<file path="src/rtl/mem_stall_if.sv">
// Memory-side and pipeline-side signal bundle for mem_stall_ctrl.
// The master modport is the controller; the slave modport is the pipeline/memory side.
interface mem_stall_if;
  logic        mem_rd;
  logic        mem_wr;
  logic [31:0] addr_in;
  logic [31:0] wdata_in;
  logic        ack;
  logic [31:0] rdata;
  logic        req;
  logic        we;
  logic [31:0] addr;
  logic [31:0] wdata;
  logic [31:0] rdata_out;
  logic        stall;
  logic        wb_en;
  logic        err;

  modport master (
    input  mem_rd, mem_wr, addr_in, wdata_in, ack, rdata,
    output req, we, addr, wdata, rdata_out, stall, wb_en, err
  );

  modport slave (
    output mem_rd, mem_wr, addr_in, wdata_in, ack, rdata,
    input  req, we, addr, wdata, rdata_out, stall, wb_en, err
  );
endinterface

</file>
<file path="src/rtl/mem_stall_ctrl.sv">
// Stalls the pipeline around a single-outstanding memory request (IDLE/REQ/DONE).
// Optional request timeout with a sticky error state is enabled by MEM_STALL_TIMEOUT_EN.
module mem_stall_ctrl #(
  parameter int unsigned TIMEOUT_CYC = 16
) (
  input  logic         clk,
  input  logic         rst,
  mem_stall_if.master  bus
);

`ifdef MEM_STALL_TIMEOUT_EN
  typedef enum logic [1:0] {IDLE = 2'd0, REQ = 2'd1, DONE = 2'd2, ERR = 2'd3} state_t;
  localparam logic [15:0] TIMEOUT_LAST = 16'(TIMEOUT_CYC - 32'd1);
`else
  typedef enum logic [1:0] {IDLE = 2'd0, REQ = 2'd1, DONE = 2'd2} state_t;
`endif

  if ((TIMEOUT_CYC < 32'd2) || (TIMEOUT_CYC > 32'd65535)) begin : g_bad_timeout
    $error("mem_stall_ctrl: TIMEOUT_CYC out of range 2..65535");
  end

  state_t      state_q, state_d;
  logic        req_q, req_d;
  logic        we_q, we_d;
  logic [31:0] addr_q, addr_d;
  logic [31:0] wdata_q, wdata_d;
  logic [31:0] rdata_out_q, rdata_out_d;
`ifdef MEM_STALL_TIMEOUT_EN
  logic        err_q, err_d;
  logic [15:0] cnt_q, cnt_d;
`endif
  logic        stall_s;

  // Next-state and request-capture logic
  always_comb begin
    state_d     = state_q;
    we_d        = we_q;
    addr_d      = addr_q;
    wdata_d     = wdata_q;
    rdata_out_d = rdata_out_q;
`ifdef MEM_STALL_TIMEOUT_EN
    err_d       = err_q;
    cnt_d       = cnt_q;
`endif
    case (state_q)
      IDLE: begin
        if (bus.mem_rd || bus.mem_wr) begin
          state_d = REQ;
          addr_d  = bus.addr_in;
          wdata_d = bus.wdata_in;
          // a store wins when both decode bits are set
          we_d    = bus.mem_wr;
`ifdef MEM_STALL_TIMEOUT_EN
          cnt_d   = 16'd0;
`endif
        end else begin
          state_d = IDLE;
        end
      end
      REQ: begin
        if (bus.ack) begin
          if (!we_q) begin
            rdata_out_d = bus.rdata;
          end else begin
            rdata_out_d = rdata_out_q;
          end
          state_d = DONE;
        end else begin
`ifdef MEM_STALL_TIMEOUT_EN
          cnt_d = cnt_q + 16'd1;
          if (cnt_q == TIMEOUT_LAST) begin
            state_d = ERR;
            err_d   = 1'b1;
          end else begin
            state_d = REQ;
          end
`else
          state_d = REQ;
`endif
        end
      end
      DONE: begin
        state_d = IDLE;
      end
`ifdef MEM_STALL_TIMEOUT_EN
      ERR: begin
        state_d = ERR;
      end
`endif
      default: begin
        state_d = IDLE;
      end
    endcase
    req_d = (state_d == REQ);
  end

  // State and output registers with synchronous reset
  always_ff @(posedge clk) begin
    if (rst) begin
      state_q     <= IDLE;
      req_q       <= 1'b0;
      we_q        <= 1'b0;
      addr_q      <= 32'd0;
      wdata_q     <= 32'd0;
      rdata_out_q <= 32'd0;
`ifdef MEM_STALL_TIMEOUT_EN
      err_q       <= 1'b0;
      cnt_q       <= 16'd0;
`endif
    end else begin
      state_q     <= state_d;
      req_q       <= req_d;
      we_q        <= we_d;
      addr_q      <= addr_d;
      wdata_q     <= wdata_d;
      rdata_out_q <= rdata_out_d;
`ifdef MEM_STALL_TIMEOUT_EN
      err_q       <= err_d;
      cnt_q       <= cnt_d;
`endif
    end
  end

  // Stall is combinational so the PC freezes in the same cycle the access is decoded
  always_comb begin
    stall_s = 1'b0;
    case (state_q)
      IDLE:    stall_s = bus.mem_rd || bus.mem_wr;
      REQ:     stall_s = 1'b1;
      DONE:    stall_s = 1'b0;
`ifdef MEM_STALL_TIMEOUT_EN
      ERR:     stall_s = 1'b1;
`endif
      default: stall_s = 1'b0;
    endcase
  end

  assign bus.req       = req_q;
  assign bus.we        = we_q;
  assign bus.addr      = addr_q;
  assign bus.wdata     = wdata_q;
  assign bus.rdata_out = rdata_out_q;
  assign bus.stall     = stall_s;
  assign bus.wb_en     = !stall_s;
`ifdef MEM_STALL_TIMEOUT_EN
  assign bus.err       = err_q;
`else
  assign bus.err       = 1'b0;
`endif

endmodule

</file>
<file path="src/flat_wrapper.sv">
// flat-port wrapper written by rule: the top's interface ports become plain ports
module mem_stall_ctrl_flat 
#(
  parameter int unsigned TIMEOUT_CYC = 16
)
  (clk, rst, bus_mem_rd, bus_mem_wr, bus_addr_in, bus_wdata_in, bus_ack, bus_rdata, bus_req, bus_we, bus_addr, bus_wdata, bus_rdata_out, bus_stall, bus_wb_en, bus_err);
  mem_stall_if bus_i ();
  input  logic clk;
  input  logic rst;
  input wire logic [$bits(bus_i.mem_rd)-1:0] bus_mem_rd;
  input wire logic [$bits(bus_i.mem_wr)-1:0] bus_mem_wr;
  input wire logic [$bits(bus_i.addr_in)-1:0] bus_addr_in;
  input wire logic [$bits(bus_i.wdata_in)-1:0] bus_wdata_in;
  input wire logic [$bits(bus_i.ack)-1:0] bus_ack;
  input wire logic [$bits(bus_i.rdata)-1:0] bus_rdata;
  output wire logic [$bits(bus_i.req)-1:0] bus_req;
  output wire logic [$bits(bus_i.we)-1:0] bus_we;
  output wire logic [$bits(bus_i.addr)-1:0] bus_addr;
  output wire logic [$bits(bus_i.wdata)-1:0] bus_wdata;
  output wire logic [$bits(bus_i.rdata_out)-1:0] bus_rdata_out;
  output wire logic [$bits(bus_i.stall)-1:0] bus_stall;
  output wire logic [$bits(bus_i.wb_en)-1:0] bus_wb_en;
  output wire logic [$bits(bus_i.err)-1:0] bus_err;
  assign bus_i.mem_rd = bus_mem_rd;
  assign bus_i.mem_wr = bus_mem_wr;
  assign bus_i.addr_in = bus_addr_in;
  assign bus_i.wdata_in = bus_wdata_in;
  assign bus_i.ack = bus_ack;
  assign bus_i.rdata = bus_rdata;
  assign bus_req = bus_i.req;
  assign bus_we = bus_i.we;
  assign bus_addr = bus_i.addr;
  assign bus_wdata = bus_i.wdata;
  assign bus_rdata_out = bus_i.rdata_out;
  assign bus_stall = bus_i.stall;
  assign bus_wb_en = bus_i.wb_en;
  assign bus_err = bus_i.err;
  mem_stall_ctrl #(.TIMEOUT_CYC(TIMEOUT_CYC)) u_core (.clk(clk), .rst(rst), .bus(bus_i));
endmodule
</file>
<file path="config.mk">
export PLATFORM = sky130hd
export DESIGN_NAME = mem_stall_ctrl_flat
export DESIGN_NICKNAME = d
export VERILOG_FILES = /design/src/rtl/mem_stall_if.sv /design/src/rtl/mem_stall_ctrl.sv /design/src/flat_wrapper.sv
export SDC_FILE = /design/constraint.sdc
export NUM_CORES = 1
export LEC_CHECK = 0
export BUFFER_PORTS_ARGS = -buffer_cell sky130_fd_sc_hd__clkbuf_2
export CAP_MARGIN = 10
export CORE_MARGIN = 5
export CORE_UTILIZATION = 49
export CTS_CLUSTER_DIAMETER = 150
export DETAILED_ROUTE_END_ITERATION = 10
export GPL_ROUTABILITY_DRIVEN = 0
export PLACE_DENSITY = 0.84
export SLEW_MARGIN = 20
export SYNTH_ARGS = -nofsm -noshare
export SYNTH_HDL_FRONTEND = slang
export SYNTH_SLANG_ARGS = --single-unit
export TNS_END_PERCENT = 5
</file>
<file path="constraint.sdc">
create_clock -name clk -period 3 [get_ports clk]
set_input_delay 0.45 -clock clk [delete_from_list [all_inputs] [get_ports clk]]
set_output_delay 0.45 -clock clk [all_outputs]
set_load 0.005 [all_outputs]
</file>
**Word level (Yosys, flattened, before mapping)**

Index checks and enable logic that the tools add are counted.

- Add/subtract/negate cells: 0
- Multipliers: 0
- Div/mod/pow operators: 0
- Order comparisons: 0
- Eq/ne operators: 2
- Shift-type cells: 0
- Muxes and demuxes: 4
- Bitwise gates (word level): 1
- Reductions and logical operators: 5

Operators with widths:

| cell | count |
|---|---|
| $eq 2x1->1 const B | 2 |
| $pmux 2 s2 | 1 |
| $reduce_and 3->1 | 1 |
| $logic_not 2->1 | 1 |
| $mux 2 | 1 |
| $pmux 1 s2 | 1 |
| $reduce_and 2->1 | 1 |
| $logic_not 1->1 | 1 |
| $logic_or 1x1->1 | 1 |
| $mux 1 | 1 |
| $not 1->1 | 1 |

- Register bits: 100
- Latch bits: 0
- RAM bits: 0
- Bits in read-only memories: 0
- Memories kept: 0

**Logic depth before layout (Yosys ltp)**

Gate-level depths: netlist (run 1).

- Depth after elaboration: 4
- Gate-level depth with buffers: 5
- Mapped depth without buffers: 3

**Worst setup path before layout (run 1)**

No wires, ideal clock.

- Path type: input to register
- Start: input rst
- End: register u_core.we_q (netlist: u_core.bus.we)
- Library setup time: 74 ps
- Data arrival time: 1,241 ps
- Required time: 2,926 ps
- Path slack: 1,685 ps
- Cell stages on the path: 3
- Buffers on the path: 1
- Cell sequence: buf_2 or4b_2 o21ai_0

RTL lines:

| what | line | RTL |
|---|---|---|
| from (decl) | flat_wrapper.sv:9 | `input logic rst;` |
| to (signal assigned) | mem_stall_ctrl.sv:113 | `we_q <= we_d;` |
| to (decl) | mem_stall_ctrl.sv:24 | `logic we_q, we_d;` |

**Worst setup path after layout (run 1)**

- Start: register u_core.state_q[0]
- End: output bus_stall

- Cells in the longest elaborated chain, start to end: 2

Ends and longest elaborated chain:

| what | line | RTL |
|---|---|---|
| from (decl) | mem_stall_ctrl.sv:22 | `state_t state_q, state_d;` |
| from (signal assigned) | mem_stall_ctrl.sv:111 | `state_q <= state_d;` |
| $eq 2x1->1 or $logic_not 2->1 (tied branches) | mem_stall_ctrl.sv:127 | `case (state_q)` |
| $pmux 1 s2 (*) | mem_stall_ctrl.sv:127 |  |
| to (decl) | flat_wrapper.sv:21 | `output wire logic [$bits(bus_i.stall)-1:0] bus_stall;` |

Every way passes the cells marked *; elsewhere a longest branch is shown, timed or not.

==> run summary, run 1 <==
After clock tree synthesis, the clock-pin slew on the worst setup and hold paths is 0.11 ns. At the worst endpoint, the arrival time is 1.37 ns. Once layout is complete, the cells apart from fillers number 726. The number of setup buffers added after CTS is 0. Setup violations remaining at the end of the flow were counted as 0. Library cell contributing the largest single delay on the critical path: sky130_fd_sc_hd__dfxtp_1.

Clock latency on the worst-skew pair, taken at its later pin, is 0.35 ns. The clock passes through at most 2 buffers. The critical path contains buffers and inverters numbering 2 combined. The sequential group share of total power was 50.7%.

For this run, the top clock speed supported by timing is 0.549 GHz. After detailed routing, the number of vias per cell comes to 4.74. The run finished with clean final reports. At the worst endpoint, the required time is 2.55 ns. For this run, the post-layout net count is 717. The total power per unit cell area came out at 548 nW/µm².

The logs give 0 for the initial antenna violation count and 9 for the number of buffers added by the clock tree synthesis step. Synthesis produced a netlist with a net count of 538. The type of the tightest min-delay check is primary input to register. The total placed cells including tap cells was 710; the minimum clock period was 1.82 ns. The library cell used most frequently in the layout, excluding fill and tap cells, is sky130_fd_sc_hd__clkbuf_2. In the final layout, the multi-input gates occupy 1960 µm². The completed layout was analyzed and its total power is 2.93 mW. In this run, post-CTS hold repair placed 0 buffers. The tools report the combinational share of power as 15.9%. In this design, the largest share of critical-path delay is due to flip-flops.

Post-route clock period utilization: 60.7%. By area the synthesized netlist is led by sky130_fd_sc_hd__dfxtp_1, sky130_fd_sc_hd__nand2b_1, sky130_fd_sc_hd__mux2i_1. The remaining antenna violation count after routing came out at 0.

The root buffer cell chosen for the clock tree is sky130_fd_sc_hd__clkbuf_8. The total overflow left after global routing is 0. In the final timing run, aggregate negative setup slack is 0 ns. The post-synthesis cell count was 437; the full die area was 10400 µm². The logs give 0 for the number of hold violations in the final report and 18.5% for the total global routing track utilization. Hold timing on the final database bottoms out at a slack of 0.302 ns.

In this run the number of H-tree levels came out at 3. The iteration-0 DRC count of the detailed router was 98. The number of antenna diodes in the final layout is 0.

The library cell with the largest summed area after synthesis was sky130_fd_sc_hd__dfxtp_1. VDD sags by at most 0.291 mV. The area growth from synthesis to layout is 29.6%.

The flop and latch count out of synthesis is 100. In this run the worst path has a maximum fanout of 7. Detailed placement ended at an HPWL of 7360 µm. The initial utilization of the core area, before any placement, comes to 50.3%.

The highest cell delay on the worst timing path is 0.48 ns, and the max-slew headroom at the worst pin is 43.4%. Clock tree synthesis found a total of 100 sinks. The number of global-route vias before repair is 3395, and the maximum clock skew at final layout is 0.0165 ns.

The clock power share was 33.4%; the total area of sequential cells was 2000 µm². The routed layout has 3438 vias. The first global-routing pass estimated 15500 µm of wire. The width of the chip was 102 µm. The run gives 5120 µm² as the total cell area at the placement stage. STA classifies the critical path startpoint as a register. During synthesis, Yosys emitted a total of 0 warnings. STA classifies the critical path endpoint as an output port. Setup repair after global routing left no endpoint under its margin.

TritonCTS built the clock tree. Walking the worst path, the cells encountered are nor3_1 -> or2_2 -> inv_1 -> clkbuf_2. After filler insertion, the fill cell instance count of the layout stands at 666.

The floorplan step set the die height to 102 µm. Summed over all nets, the switching power comes to 0.773 mW. The run gives 8220 µm² as the core area.

In the layout the commonest cells are sky130_fd_sc_hd__clkbuf_2, sky130_fd_sc_hd__nand2b_1, sky130_fd_sc_hd__dfxtp_1. Number of buffer cells added on primary ports: 200. Cell internal power was estimated by the tool at 2.16 mW. The first detailed-routing pass ran for 4 iterations.

The max capacitance violation total is 0. Of the total power, the share spent switching nets is 26.3%. For this design the top-level I/O count stands at 202. Entering global routing, the biggest net connects 166 pins. In the routed design, unresolved DRC markers number 0.

The tools report the synthesized area as 4130 µm². In the final routed layout, each cell accounts on average for 13.6 µm. For the pin with the worst max-slew slack, the measured transition is 0.849 ns. The number of different library cells used by synthesis comes to 22. The finished cells cover 5350 µm². The critical path in this run is classified as register to output port. The floorplan has 33 rows. For this design the static power due to leakage is 2.56 nW. Dividing the synthesized area by the synthesized cell count gives 9.45 µm². Of the cells placed in the final design, the portion with a size suffix greater than 1 is 36.2%. The routed design has 9900 µm of wire.

Sequential elements use 48.5% of the synthesized area. The number of gates resized after CTS was 0. The total count of max-transition violations in the final report was 0; the portion of synthesized cell area occupied by the leading cell type was 48.5%.
-- final cells by class --
cell class	count	area share (%)
Clock buffer	9	2.31
Clock inverter	7	1.99
Inverter	1	0.0701
Multi-Input combinational cell	302	36.7
Sequential cell	100	37.4
Tap cell	105	2.45
Timing Repair Buffer	202	19.1
-- synth_stat cells, drive strengths merged --
library cell / n
a21oi: 32
and4bb: 1
buf: 17
clkbuf: 17
conb: 1
dfxtp: 100
inv: 1
mux2i: 64
nand2: 64
nand2b: 129
nand4bb: 1
nor2: 1
nor3: 2
nor3b: 1
nor4bb: 1
o21ai: 1
o21ba: 2
or2: 1
or4b: 1
-- through the flow --
step | setup WS (ns) | utilization [%]
4_1_cts | 1.16 | 65.1
5_1_grt | 1.10 | 65.2
3_5_place_dp | 1.17 | 62.3
2_1_floorplan | 1.69 | -
6_report | 1.18 | 65.2
3_3_place_gp | 0.891 | 62.3
-- power groups by stage --
stage	logic (mW)	clock network, mW	registers (mW)
after detailed placement	0.473	0	1.52
after CTS	0.474	0.994	1.49
after global placement	0.459	0	1.51
final	0.465	0.981	1.49
after global routing	0.520	1.05	1.50
after floorplan	0.264	0	1.52
-- worst paths after layout --
path | startpoint | to | slack (ns) | cells past startpoint
hold reg to reg | u_core.bus.rdata_out[5] | u_core.bus.rdata_out[5] | 0.46 | 2
hold / removal | bus_rdata[17] | u_core.bus.rdata_out[17] | 0.30 | 3
setup reg to reg | u_core.state_q[1] | u_core.bus.rdata_out[30] | 1.31 | 3
setup / recovery | u_core.state_q[0] | bus_stall | 1.18 | 4
-- state kept, by name (all words and copies together), names as in the netlist --
name,flops
u_core.bus.addr,32
u_core.bus.rdata_out,32
u_core.bus.wdata,32
u_core.state_q,2
u_core.bus.req,1
u_core.bus.we,1
-- metal layers --
metal  up-vias  global-route usage (%)  routed length (µm)
met2       139                    31.2                4630
met3        10                    7.03                1260
met1      1533                    22.0                3900
met4         0                    5.25                 104
met5         -                       0                   0
li1       1756                       -                   -
-- logic make-up (layout without fill, tap and decap cells) --
| kind of cell | after synthesis | after routing | share of synthesized area [%] |
|---|---|---|---|
| flip-flops | 100 | 100 | 48.5 |
| AND/OR/NAND/NOR | 202 | 202 | 27.2 |
| buffers and inverters | 35 | 219 | 4.27 |
| multiplexers | 64 | 64 | 15.5 |
| other | 1 | 1 | 0.0908 |
| AO/OA/AOI/OAI | 35 | 35 | 4.48 |
-- tightest hold or removal path: stages --
cell and delay [ns]:
sky130_fd_sc_hd__clkbuf_2 0.08, sky130_fd_sc_hd__nand2_1 0.04, sky130_fd_sc_hd__a21oi_1 0.05
(Power assumes the default switching activity.)
==> run 2, diff against run 1 <==
--- a/config.mk
+++ b/config.mk
@@ -8,11 +8,11 @@
 export BUFFER_PORTS_ARGS = -buffer_cell sky130_fd_sc_hd__clkbuf_2
 export CAP_MARGIN = 10
 export CORE_MARGIN = 5
-export CORE_UTILIZATION = 49
+export CORE_UTILIZATION = 41
 export CTS_CLUSTER_DIAMETER = 150
 export DETAILED_ROUTE_END_ITERATION = 10
 export GPL_ROUTABILITY_DRIVEN = 0
-export PLACE_DENSITY = 0.84
+export PLACE_DENSITY = 0.75
 export SLEW_MARGIN = 20
 export SYNTH_ARGS = -nofsm -noshare
 export SYNTH_HDL_FRONTEND = slang
==> constraint.sdc (replaced) <==
create_clock -name clk -period 1.6 [get_ports clk]
set_input_delay 0.24 -clock clk [delete_from_list [all_inputs] [get_ports clk]]
set_output_delay 0.24 -clock clk [all_outputs]
set_load 0.005 [all_outputs]
==> run 2 against run 1 <==
  * Final area rose by 2.2%
  * Combinational power rose by 95%
  * Utilization fell by 9.5 points
  * Clock power rose by 81%
  * Largest power group unchanged
==> run summary, run 2 (same netlist as run 1, synthesis figures left out) <==
For the final HPWL from detailed placement, the log shows 7500 µm. The run gives 16.5% as the combinational share of power. The number of setup buffers added after CTS is 0.

The number of buffers added by the clock tree synthesis step was 9. Across all layers, the routed design uses 3457 vias. In this run the count of I/O pins placed on the die edge is 202.

For the total count of max-transition violations in the final report, the log shows 0. TritonCTS built the clock tree. The logs give 0 for the number of hold violations in the final report and 723 for the final net count. The clock latency on the worst-skew pair was 0.36 ns.

The filler cells instantiated in the layout total 899. The pin count of the biggest net entering global routing is 54. The post-route clock period utilization is 93.0%, and the static leakage is 2.60 nW. The logs give 3 for the H-tree depth and 0 for the max capacitance violation total. The run finished with clean final reports.

Derived from the worst setup path, the maximum achievable clock frequency is 0.672 GHz. The number of vias per cell after detailed routing was 4.55; the maximum resistive drop on vdd was 0.570 mV. Net switching is 25.9% of the power.

Final total negative setup slack: 0 ns. Buffers inserted to repair hold after CTS numbered 0. Height of the die: 110 µm. The type of element capturing the critical path was an output port.

Power comes to 5.47 mW. By startpoint and endpoint, the worst setup path is classified as register to output port. Setup repair after global routing left no endpoint under its margin. In the final layout, flip-flops and latches occupy 2010 µm². Number of global-route vias before repair: 3255. The critical path ends at bus_stall. Cells with a size suffix above 1 make up 36.8% of the layout. The tools report the clock sink count as 100. Summing all multi-input logic gate instances after layout gives 1960 µm². The first global-routing pass estimated 15200 µm of wire. The clock period could shrink to 1.49 ns. The origin of the worst setup path was u_core.state_q[0].

The total power per unit cell area is 1000 nW/µm². The initial antenna violation count was 0. In this run the most critical hold path is launched from bus_rdata[22]. The post-detailed-routing wire length was 9870 µm. The worst setup path is launched from a register. No sink is reached through more buffers than the 2 on the longest clock path.

Traced cell by cell, the critical path runs through nor3_1 -> or2_2 -> inv_1 -> clkbuf_2. The row count is 36. For the number of setup violations in the final report, the log shows 0.

The maximum clock skew at final layout was 0.00795 ns; the number of buffer cells added on primary ports was 200. For the iteration-0 DRC count of the detailed router, the log shows 186. The width of the chip came out at 110 µm. The tools report the slack of the worst reg-to-reg path as 0.27 ns. After clock tree synthesis, the clock-pin slew on the worst setup and hold paths is 0.10 ns. The worst register-to-register path has a depth of 3. The routed length per instance is 13.0 µm.

Global routing consumed, over all layers together, 15.8% of the routing resources. Root cell of the clock tree: sky130_fd_sc_hd__clkbuf_8. The residual DRC count was 0. Full die area: 12200 µm². The number of gates on the worst path with buffers counted was 4.

Data arrives at the worst endpoint at 1.25 ns. Launch instance of the worst register-to-register path: u_core.state_q[1]. For this run, the slowest stage of the critical path takes 0.39 ns. For the clock power share, the log shows 32.5%.

The net switching power figure came out at 1.42 mW. At the end of the flow the core is filled with cells to 55.7%. Leaving out fill and tap cells, the most frequent cell in the layout is sky130_fd_sc_hd__clkbuf_2. The library cells used most frequently in the layout, excluding fill and tap cells, are sky130_fd_sc_hd__clkbuf_2, sky130_fd_sc_hd__nand2b_1, sky130_fd_sc_hd__dfxtp_1. For this run, the detailed router's first-pass iteration total came to 7.

Along the worst path, the maximum fanout reaches 7. The min-delay analysis places its worst path in the category primary input to register. The internal power of the cells totals 4.06 mW.

The logs give 0 for the aggregate global routing overflow and 51.0% for the sequential group share of total power. The finished cells cover 5470 µm². The number of buffers and inverters on the critical path is 2, and the total cell area at the placement stage is 5250 µm². STA puts the critical path data required time at 1.36 ns. Compared with the post-synthesis result, the final layout area differs by 32.4%.

The detail route stage leaves a number of antenna-violating nets equal to 0. The floorplan step defined a core boundary enclosing 9820 µm². Final hold analysis gives a worst-case slack of 0.0925 ns. Endpoint of the most critical register-to-register path: u_core.bus.addr[11].

The cell family contributing the most delay on the critical path is flip-flops. Among all stages on the critical path, the largest delay is contributed by sky130_fd_sc_hd__dfxtp_4. The number of antenna diodes in the final layout is 0.

The starting utilization of the core area came out at 42.1%.
## run 2: routing by layer
layer	vias up	global-route usage [%]	wire (µm)
li1	1770	-	-
met1	1537	18.9	3950
met2	139	25.3	4610
met3	11	7.16	1220
met4	0	5.01	90
met5	-	0	0
## run 2: worst register-to-register path, cell delays in order (launching register included)
cell,delay [ns]
sky130_fd_sc_hd__dfxtp_1,0.39
sky130_fd_sc_hd__nor3_4,0.31
sky130_fd_sc_hd__buf_12,0.28
sky130_fd_sc_hd__mux2i_1,0.27
## run 2: area by class of cell
| class | count | share of cell area (%) |
|---|---|---|
| flip-flops and latches | 100 | 36.7 |
| multi-input cells | 302 | 35.8 |
| repair buffers | 208 | 20.4 |
| well taps | 133 | 3.04 |
| clock buffers | 9 | 2.26 |
| clock inverters | 7 | 1.78 |
| inverters | 1 | 0.0686 |
## run 2: worst min path at each step
stage                                           to  slack, ns  cells past startpoint
final                     u_core.bus.rdata_out[22]       0.09                      3
after global routing      u_core.bus.rdata_out[23]       0.06                      3
after CTS                 u_core.bus.rdata_out[16]       0.06                      3
after detailed placement  u_core.bus.rdata_out[11]       0.45                      2
after global placement     u_core.bus.rdata_out[4]       0.44                      2
after floorplan            u_core.bus.rdata_out[0]       0.38                      2
## run 2: repair_timing
item | CTS | global route
endpoints found under the setup margin | 1 | 1
endpoints found under the hold margin | 0 | 0
gates resized for setup | 1 | 1
## run 2: power groups by stage
stage	clock network [mW]	logic (mW)	registers [mW]
2_1_floorplan	0	0.495	2.85
3_3_place_gp	0	0.898	2.84
6_report	1.78	0.906	2.79
5_1_grt	1.94	1.01	2.81
4_1_cts	1.85	0.925	2.79
3_5_place_dp	0	0.924	2.84
## run 2: through the flow
stage / cells / setup slack [ns]
2_1_floorplan: 437 / 0.419
3_3_place_gp: 744 / 0.310
3_5_place_dp: 744 / 0.280
4_1_cts: 760 / 0.0558
5_1_grt: 760 / 0.0134
6_report: 760 / 0.112
